### src/rtl/pim_load_if.sv
// pim_load_if: bundle of the load-start strobe, the valid/ready source stream
// and the memory write port of pim_load_ctrl.
//
// Handshake: a word moves from source to block on a rising clock edge where
// in_valid and in_ready are both high. in_ready is driven from registered
// state only and never looks at in_valid. The source may raise or drop
// in_valid on any cycle. The block never stalls the write port: mem_we is a
// one-cycle strobe per word.
//
// Parameters: DATA_W (data word width), ADDR_W (memory address width).
// master: host/test side (drives start_Load, in_data, in_valid).
// slave : pim_load_ctrl side (drives in_ready, mem_*, busy, load_done, err_overlap).
interface pim_load_if #(
  parameter int DATA_W = 32,
  parameter int ADDR_W = 8
);
  logic              start_Load;
  logic [DATA_W-1:0] in_data;
  logic              in_valid;
  logic              in_ready;
  logic              mem_we;
  logic [ADDR_W-1:0] mem_addr;
  logic [DATA_W-1:0] mem_wdata;
  logic              busy;
  logic              load_done;
  logic              err_overlap;

  modport master (
    output start_Load, in_data, in_valid,
    input  in_ready, mem_we, mem_addr, mem_wdata, busy, load_done, err_overlap
  );

  modport slave (
    input  start_Load, in_data, in_valid,
    output in_ready, mem_we, mem_addr, mem_wdata, busy, load_done, err_overlap
  );
endinterface

### src/rtl/pim_load_ctrl.sv
// pim_load_ctrl: on a rising edge of start_Load, copies NUM_WORDS words from
// a valid/ready source into the PIM memory write port starting at BASE_ADDR.
// Addresses wrap modulo 2^ADDR_W. Issues a one-cycle load_done pulse.
// Sets a sticky err_overlap if a start edge arrives while a burst is running.
//
// Ports:
//   clk, rst  : clock, synchronous active-high reset
//   bus       : pim_load_if slave (start_Load, in_*, mem_*, busy, load_done, err_overlap)
//   dbg_state : current FSM state (0 IDLE, 1 LOAD, 2 DONE)
module pim_load_ctrl #(
  parameter int DATA_W    = 32,
  parameter int ADDR_W    = 8,
  parameter int NUM_WORDS = 16,
  parameter int BASE_ADDR = 0
) (
  input  logic       clk,
  input  logic       rst,
  pim_load_if.slave  bus,
  output logic [1:0] dbg_state
);

  localparam int                CNT_W    = $clog2(NUM_WORDS + 1);
  localparam logic [CNT_W-1:0]  LAST_CNT = CNT_W'(NUM_WORDS - 1);
  localparam logic [ADDR_W-1:0] BASE     = ADDR_W'(BASE_ADDR);

  typedef enum logic [1:0] {
    IDLE = 2'd0,
    LOAD = 2'd1,
    DONE = 2'd2
  } state_e;

  state_e              state_q, state_d;
  logic                start_prev_q, start_prev_d;
  logic [ADDR_W-1:0]   addr_q, addr_d;
  logic [CNT_W-1:0]    count_q, count_d;
  logic                mem_we_q, mem_we_d;
  logic [ADDR_W-1:0]   mem_addr_q, mem_addr_d;
  logic [DATA_W-1:0]   mem_wdata_q, mem_wdata_d;
  logic                err_overlap_q, err_overlap_d;

  logic start_edge;
  logic in_ready;
  logic xfer;

  // start_prev resets to 1 so a level held high through reset is not an edge.
  assign start_edge = bus.start_Load & ~start_prev_q;
  assign in_ready   = (state_q == LOAD);
  assign xfer       = bus.in_valid & in_ready;

  always_comb begin
    state_d       = state_q;
    start_prev_d  = bus.start_Load;
    addr_d        = addr_q;
    count_d       = count_q;
    mem_we_d      = 1'b0;
    mem_addr_d    = mem_addr_q;
    mem_wdata_d   = mem_wdata_q;
    err_overlap_d = err_overlap_q;

    case (state_q)
      IDLE: begin
        count_d = '0;
        addr_d  = BASE;
        if (start_edge) begin
          state_d       = LOAD;
          err_overlap_d = 1'b0;
        end
      end
      LOAD: begin
        // A second start during a burst is flagged but otherwise ignored.
        if (start_edge) err_overlap_d = 1'b1;
        if (xfer) begin
          mem_we_d    = 1'b1;
          mem_addr_d  = addr_q;
          mem_wdata_d = bus.in_data;
          addr_d      = addr_q + ADDR_W'(1);
          count_d     = count_q + CNT_W'(1);
          if (count_q == LAST_CNT) state_d = DONE;
        end
      end
      DONE: begin
        if (start_edge) err_overlap_d = 1'b1;
        state_d = IDLE;
      end
      default: state_d = IDLE;
    endcase
  end

  always_ff @(posedge clk) begin
    if (rst) begin
      state_q       <= IDLE;
      start_prev_q  <= 1'b1;
      addr_q        <= BASE;
      count_q       <= '0;
      mem_we_q      <= 1'b0;
      mem_addr_q    <= '0;
      mem_wdata_q   <= '0;
      err_overlap_q <= 1'b0;
    end else begin
      state_q       <= state_d;
      start_prev_q  <= start_prev_d;
      addr_q        <= addr_d;
      count_q       <= count_d;
      mem_we_q      <= mem_we_d;
      mem_addr_q    <= mem_addr_d;
      mem_wdata_q   <= mem_wdata_d;
      err_overlap_q <= err_overlap_d;
    end
  end

  assign bus.in_ready    = in_ready;
  assign bus.mem_we      = mem_we_q;
  assign bus.mem_addr    = mem_addr_q;
  assign bus.mem_wdata   = mem_wdata_q;
  assign bus.busy        = (state_q != IDLE);
  assign bus.load_done   = (state_q == DONE);
  assign bus.err_overlap = err_overlap_q;
  assign dbg_state       = state_q;

endmodule

### src/flat_wrapper.sv
// flat-port wrapper written by rule: the top's interface ports become plain ports
module pim_load_ctrl_flat 
#(
  parameter int DATA_W    = 32,
  parameter int ADDR_W    = 8,
  parameter int NUM_WORDS = 16,
  parameter int BASE_ADDR = 0
)
  (clk, rst, dbg_state, bus_start_Load, bus_in_data, bus_in_valid, bus_in_ready, bus_mem_we, bus_mem_addr, bus_mem_wdata, bus_busy, bus_load_done, bus_err_overlap);
  pim_load_if #(.DATA_W(DATA_W), .ADDR_W(ADDR_W)) bus_i ();
  input  logic clk;
  input  logic rst;
  output logic [1:0] dbg_state;
  input wire logic [$bits(bus_i.start_Load)-1:0] bus_start_Load;
  input wire logic [$bits(bus_i.in_data)-1:0] bus_in_data;
  input wire logic [$bits(bus_i.in_valid)-1:0] bus_in_valid;
  output wire logic [$bits(bus_i.in_ready)-1:0] bus_in_ready;
  output wire logic [$bits(bus_i.mem_we)-1:0] bus_mem_we;
  output wire logic [$bits(bus_i.mem_addr)-1:0] bus_mem_addr;
  output wire logic [$bits(bus_i.mem_wdata)-1:0] bus_mem_wdata;
  output wire logic [$bits(bus_i.busy)-1:0] bus_busy;
  output wire logic [$bits(bus_i.load_done)-1:0] bus_load_done;
  output wire logic [$bits(bus_i.err_overlap)-1:0] bus_err_overlap;
  assign bus_i.start_Load = bus_start_Load;
  assign bus_i.in_data = bus_in_data;
  assign bus_i.in_valid = bus_in_valid;
  assign bus_in_ready = bus_i.in_ready;
  assign bus_mem_we = bus_i.mem_we;
  assign bus_mem_addr = bus_i.mem_addr;
  assign bus_mem_wdata = bus_i.mem_wdata;
  assign bus_busy = bus_i.busy;
  assign bus_load_done = bus_i.load_done;
  assign bus_err_overlap = bus_i.err_overlap;
  pim_load_ctrl #(.DATA_W(DATA_W), .ADDR_W(ADDR_W), .NUM_WORDS(NUM_WORDS), .BASE_ADDR(BASE_ADDR)) u_core (.clk(clk), .rst(rst), .bus(bus_i), .dbg_state(dbg_state));
endmodule
### config.mk
export PLATFORM = sky130hd
export DESIGN_NAME = pim_load_ctrl_flat
export DESIGN_NICKNAME = d
export VERILOG_FILES = /design/src/rtl/pim_load_if.sv /design/src/rtl/pim_load_ctrl.sv /design/src/flat_wrapper.sv
export SDC_FILE = /design/constraint.sdc
export NUM_CORES = 1
export LEC_CHECK = 0
export CORE_ASPECT_RATIO = 1.75
export CORE_MARGIN = 3
export CORE_UTILIZATION = 43
export CTS_CLUSTER_SIZE = 24
export DETAILED_ROUTE_END_ITERATION = 8
export PLACE_DENSITY_LB_ADDON = 0.25
export SLEW_MARGIN = 15
export SYNTH_ARGS = -nofsm -noshare
export SYNTH_HDL_FRONTEND = slang
export SYNTH_SLANG_ARGS = --single-unit
### constraint.sdc
create_clock -name clk -period 1.9 [get_ports clk]
set_clock_uncertainty 0.1 [all_clocks]
set_input_delay 0.475 -clock clk [delete_from_list [all_inputs] [get_ports clk]]
set_output_delay 0.475 -clock clk [all_outputs]
set_load 0.05 [all_outputs]
# ---- Word-level counts from Yosys, hierarchy flattened
# Index checks and enable logic that the tools add are counted.
dict set report totals {
  wordCells 43
  regBits 58
  output_inout_bits 47
}
dict set report classes {
  reduce_logical 10
  n_mux 12
  bitwise_logic 4
  addsub 2
  n_eq_ne 7
}
# operator count
set op_table {}
lappend op_table {{$pmux W8 S2} 1}
lappend op_table {{$pmux W5 S2} 1}
lappend op_table {{$add A8 B1 Y8 const B} 1}
lappend op_table {{$mux W8} 1}
lappend op_table {{$mux W2} 3}
lappend op_table {{$reduce_and A3 Y1} 2}
lappend op_table {{$reduce_bool A2 Y1} 3}
lappend op_table {{$add A5 B1 Y5 const B} 1}
lappend op_table {{$eq A5 B4 Y1 const B} 1}
lappend op_table {{$mux W5} 1}
lappend op_table {{$ne A2 B1 Y1 const B} 2}
lappend op_table {{$ne A2 B2 Y1 const B} 2}
lappend op_table {{$pmux W2 S2} 1}
lappend op_table {{$reduce_and A2 Y1} 2}
lappend op_table {{$reduce_or A2 Y1} 2}
lappend op_table {{$mux W1} 3}
lappend op_table {{$and A1 B1 Y1} 2}
lappend op_table {{$eq A2 B1 Y1 const B} 1}
lappend op_table {{$eq A2 B2 Y1 const B} 1}
lappend op_table {{$logic_not A2 Y1} 1}
lappend op_table {{$not A1 Y1} 2}
lappend op_table {{$pmux W1 S2} 1}

# ---- Logic depth before layout (Yosys ltp)
dict set report logic_depth {
  depth_word 4
  ltp_mapped 8
  depth_no_buf 7
}

# ---- Worst setup path after synthesis
# No wires, ideal clock.
dict set report synth_timing {
  kind {flip-flop to flip-flop}
  startpoint {register u_core.state_q[0] (netlist: u_core.dbg_state[0])}
  endpoint {register u_core.addr_q[7]}
  synth_period_minus_slack_ns 2.419
  t_required_ns 1.667
  stages_incl_launch_ff 8
  n_path_buf 2
  path_slack_ns -0.519
  arrival_ns 2.186
  cell_sequence {dfxtp_1 ha_1 buf_4 mux2i_2 buf_6 nor3_2 xnor2_1 nor2_1}
}
dict set report synth_between {
  elab_chain_len 4
  word_cells_on_any_way 7
  cone_classes {2 x eq/ne; 1 x mux; 1 x bitwise; 3 x reduce/logical}
}
# element line
set synth_rtl {}
lappend synth_rtl {{start: declaration} pim_load_ctrl.sv:32} ;# state_e state_q, state_d;
lappend synth_rtl {{start signal: assignment} pim_load_ctrl.sv:100} ;# state_q <= state_d;
lappend synth_rtl {{$eq A2 B1 Y1 *} pim_load_ctrl.sv:47} ;# assign in_ready = (state_q == LOAD);
lappend synth_rtl {{via bus_in_ready} flat_wrapper.sv:17} ;# output wire logic [$bits(bus_i.in_ready)-1:0] bus_in_ready;
lappend synth_rtl {{$and A1 B1 Y1} pim_load_ctrl.sv:48} ;# assign xfer = bus.in_valid & in_ready;
lappend synth_rtl {{$ne A2 B2 Y1 (no source line)} --}
lappend synth_rtl {{$reduce_and A2 Y1 (no source line)} --}
lappend synth_rtl {{end signal: assignment} pim_load_ctrl.sv:102} ;# addr_q <= addr_d;
lappend synth_rtl {{end: declaration} pim_load_ctrl.sv:34} ;# logic [ADDR_W-1:0] addr_q, addr_d;
# The timed path passes the listed nets; every way through them passes the cells marked *.
# A chain may end at the register's enable or synchronous reset.

# ---- Final worst setup path
dict set report layout_timing {
  startpoint {register u_core.state_q[0] (netlist: u_core.dbg_state[0])}
  endpoint {output port bus_busy}
}
dict set report layout_between {
  elab_chain_len 1
}
# element line
set layout_rtl {}
lappend layout_rtl {{$reduce_bool A2 Y1} pim_load_ctrl.sv:115} ;# assign bus.busy = (state_q != IDLE);
lappend layout_rtl {{end: declaration} flat_wrapper.sv:21} ;# output wire logic [$bits(bus_i.busy)-1:0] bus_busy;
# No other way between the ends.

==> impl_metrics.yaml <==
logic_synthesis:
  netlist.area_leader.share_pct: 52.8
  synth.yosys.seq_area_share_pct: 52.8
  synth-seq-cells: 58
  synth_largest_area_cell: "dfxtp_1"
  synthFlopType: "dfxtp_1"
  synth.top_cells.by_count: "nand2_1, dfxtp_1, a21oi_1"
  synth_edf_count: 0
  synthDistinctLibCells: 28
  ys_async_sr_fraction_pct: 0
  synth_area_leaders: "dfxtp_1, nand2_1, a21oi_1"
  synth_fp_nets: 313
  ys_warn_count: 0
  yosysMostFrequentCell: "nand2_1"
  netlist_instances: 270
  synth.cell_area_um2: 2200
  syn-mean-instance-area_um2: 8.15
die:
  io_pins: 83
  fp-row-count: 33
  die_height_um: 101
  die_w_um: 60.1
  core-area_um2: 4830
  initial_utilization_pct: 45.5
  dieArea_um2: 6040
clock_network:
  cts_max_level: 3
  path_clk_slew_ps: 70
  hold_buffers: 0
  clock_path_buffers: 2
  clk_latency_ps: 320
  clock-root-buffer: "clkbuf_8"
  cts.sinks: 58
  cts_tree: "built"
  cts_buffers: 9
place:
  dp_hpwl_mm: 3.52
  place.port_buffers: 82
  pre_cts_ws_ps: -261
  placedInstanceArea_um2: 3030
  dp_cells: 395
  place.gp.congestion: 0.772
setup_path:
  crit_family: "buffers and inverters"
  crit_path_top_delay_cell: "dfxtp_4"
  timing.critical_path.buf_inv: 4
  crit_fanout: 5
  crit_chain: "inv_2 -> ha_4 -> buf_4 -> inv_4 -> buf_12"
  arrival_ps: 1270
  cpPeakStageDelay_ps: 380
  crit_required_ps: 1320
  path_class: "reg -> out"
  start_kind: "flip-flop"
  cp-end-kind: "output port"
detailed_routing:
  via_per_inst: 5.00
  vias: 2066
  highest_layer: "met4"
  wl_met1_mm: 2.01
  postRouteWirelength_mm: 5.22
  drt-pass1-iter-count: 4
  drc: 0
  route.met3.wl_um: 358
  wl_per_cell_um: 12.6
  dr.first_iter.drc_count: 30
  dr_wl_met2_mm: 2.71
  antenna_left: 0
sta:
  fin_ws_ps: 53.8
  slew_headroom_pct: 70.7
  report.final.hold_viol_count: 0
  min_period_ps: 1850
  tns_ps: 0
  tightest_slew_ps: 431
  fin_crit_sh_pct: 97.2
  slew_viol_final: 0
  rsz0062_at_grt: "no"
  hold_ws_ps: 354
  setup_violations: 0
  fmax_ghz: 0.542
cells_and_area:
  postLayoutCoreUtil_pct: 67.9
  layout.nets: 399
  fill_cells: 421
  stdcell_count: 413
  layout-drive-gt1-share_pct: 23.3
  area_delta_synth_final_pct: 49.0
  diodes: 0
  regArea_um2: 1170
  design_area_um2: 3280
  multi_input_area_um2: 977
power:
  total_power_mw: 4.11
  p_per_area_nw_per_um2: 1250
  p_leak_nw: 1.29
  peakVddDrop_mv: 1.53
global_route:
  grt_max_degree: 45
  grt_pass1_wl_mm: 8.78
  antenna_found_initial: 0
  grt_pass1_vias: 2095
  grt-ovfl-total: 0
  track_usage_pct: 18.7
status:
  outcome: "completed"
hold_path:
  min_path_type: "reg -> reg"
job:
  cap_violations: 0
layout by cell type (no fill, tap or decap), types with 3 or more instances in the layout:
master and n:
buf_4 52, buf_12 5, clkdlybuf4s50_1 34, dfxtp_1 56
o21ai_0 4, xnor2_1 4, nor3_1 3, nand3_1 3
nor2_1 18, ha_1 5, nand2_1 84, or3_1 3
clkbuf_8 10, a21oi_1 49
where the power goes:
| part | switching (mW) | total, mW | internal, mW |
|---|---|---|---|
| logic | 0.930 | 1.51 | 0.581 |
| clock network | 0.467 | 1.18 | 0.717 |
| registers | 0.0775 | 1.41 | 1.33 |
| total | 1.47 | 4.11 | 2.63 |
metal layers:
layer	vias up	GRT usage, %
li1	1052	-
met1	937	18.4
met2	66	33.8
met3	11	6.28
met4	0	8.19
met5	-	0
final cells by class:
cell class | count | share of cell area [%]
well taps | 52 | 1.98
inverters | 4 | 0.534
multi-input cells | 191 | 29.8
flip-flops and latches | 58 | 35.6
clock inverters | 4 | 1.45
clock buffers | 12 | 5.08
repair buffers | 92 | 25.5
registers in the layout, summed over array words and instances (netlist names):
name,cells
u_core.bus.mem_wdata,32
u_core.addr_q,8
u_core.bus.mem_addr,8
u_core.count_q,5
u_core.dbg_state,2
u_core.bus.err_overlap,1
u_core.bus.mem_we,1
u_core.start_prev_q,1
tightest hold or removal path, cell delays in order, from the launching register on:
cell and delay (ps):
dfxtp_1 310, nand2_1 50, a21oi_1 50
cell families (layout without fill, tap and decap cells):
| group | after synthesis | after routing | synth area share [%] |
|---|---|---|---|
| and+or+nand+nor | 120 | 120 | 22.5 |
| muxes | 1 | 1 | 0.626 |
| AOI/OAI and AO/OA | 59 | 59 | 14.2 |
| DFF | 58 | 58 | 52.8 |
| xor gates and xnor gates | 4 | 4 | 1.59 |
| adders and majority gates | 7 | 7 | 3.98 |
| buffers and inverters | 21 | 112 | 4.32 |
worst paths after layout:
| kind | endpoint | depth (start not counted) | startpoint | slack, ps |
|---|---|---|---|---|
| max reg2reg | u_core.count_q[3] | 6 | u_core.dbg_state[1] | 220 |
| min reg2reg | u_core.bus.mem_wdata[12] | 2 | u_core.bus.mem_wdata[12] | 350 |
| min | u_core.bus.mem_wdata[12] | 2 | u_core.bus.mem_wdata[12] | 350 |
| max | bus_busy | 5 | u_core.dbg_state[0] | 50 |
timing repair:
| item | CTS | global route |
|---|---|---|
| pin swaps | 0 | 0 |
| gates resized for setup | 3 | 4 |
| endpoints found under the setup margin | 2 | 9 |
| setup buffers | 0 | 2 |
(Power assumes the default switching activity.)
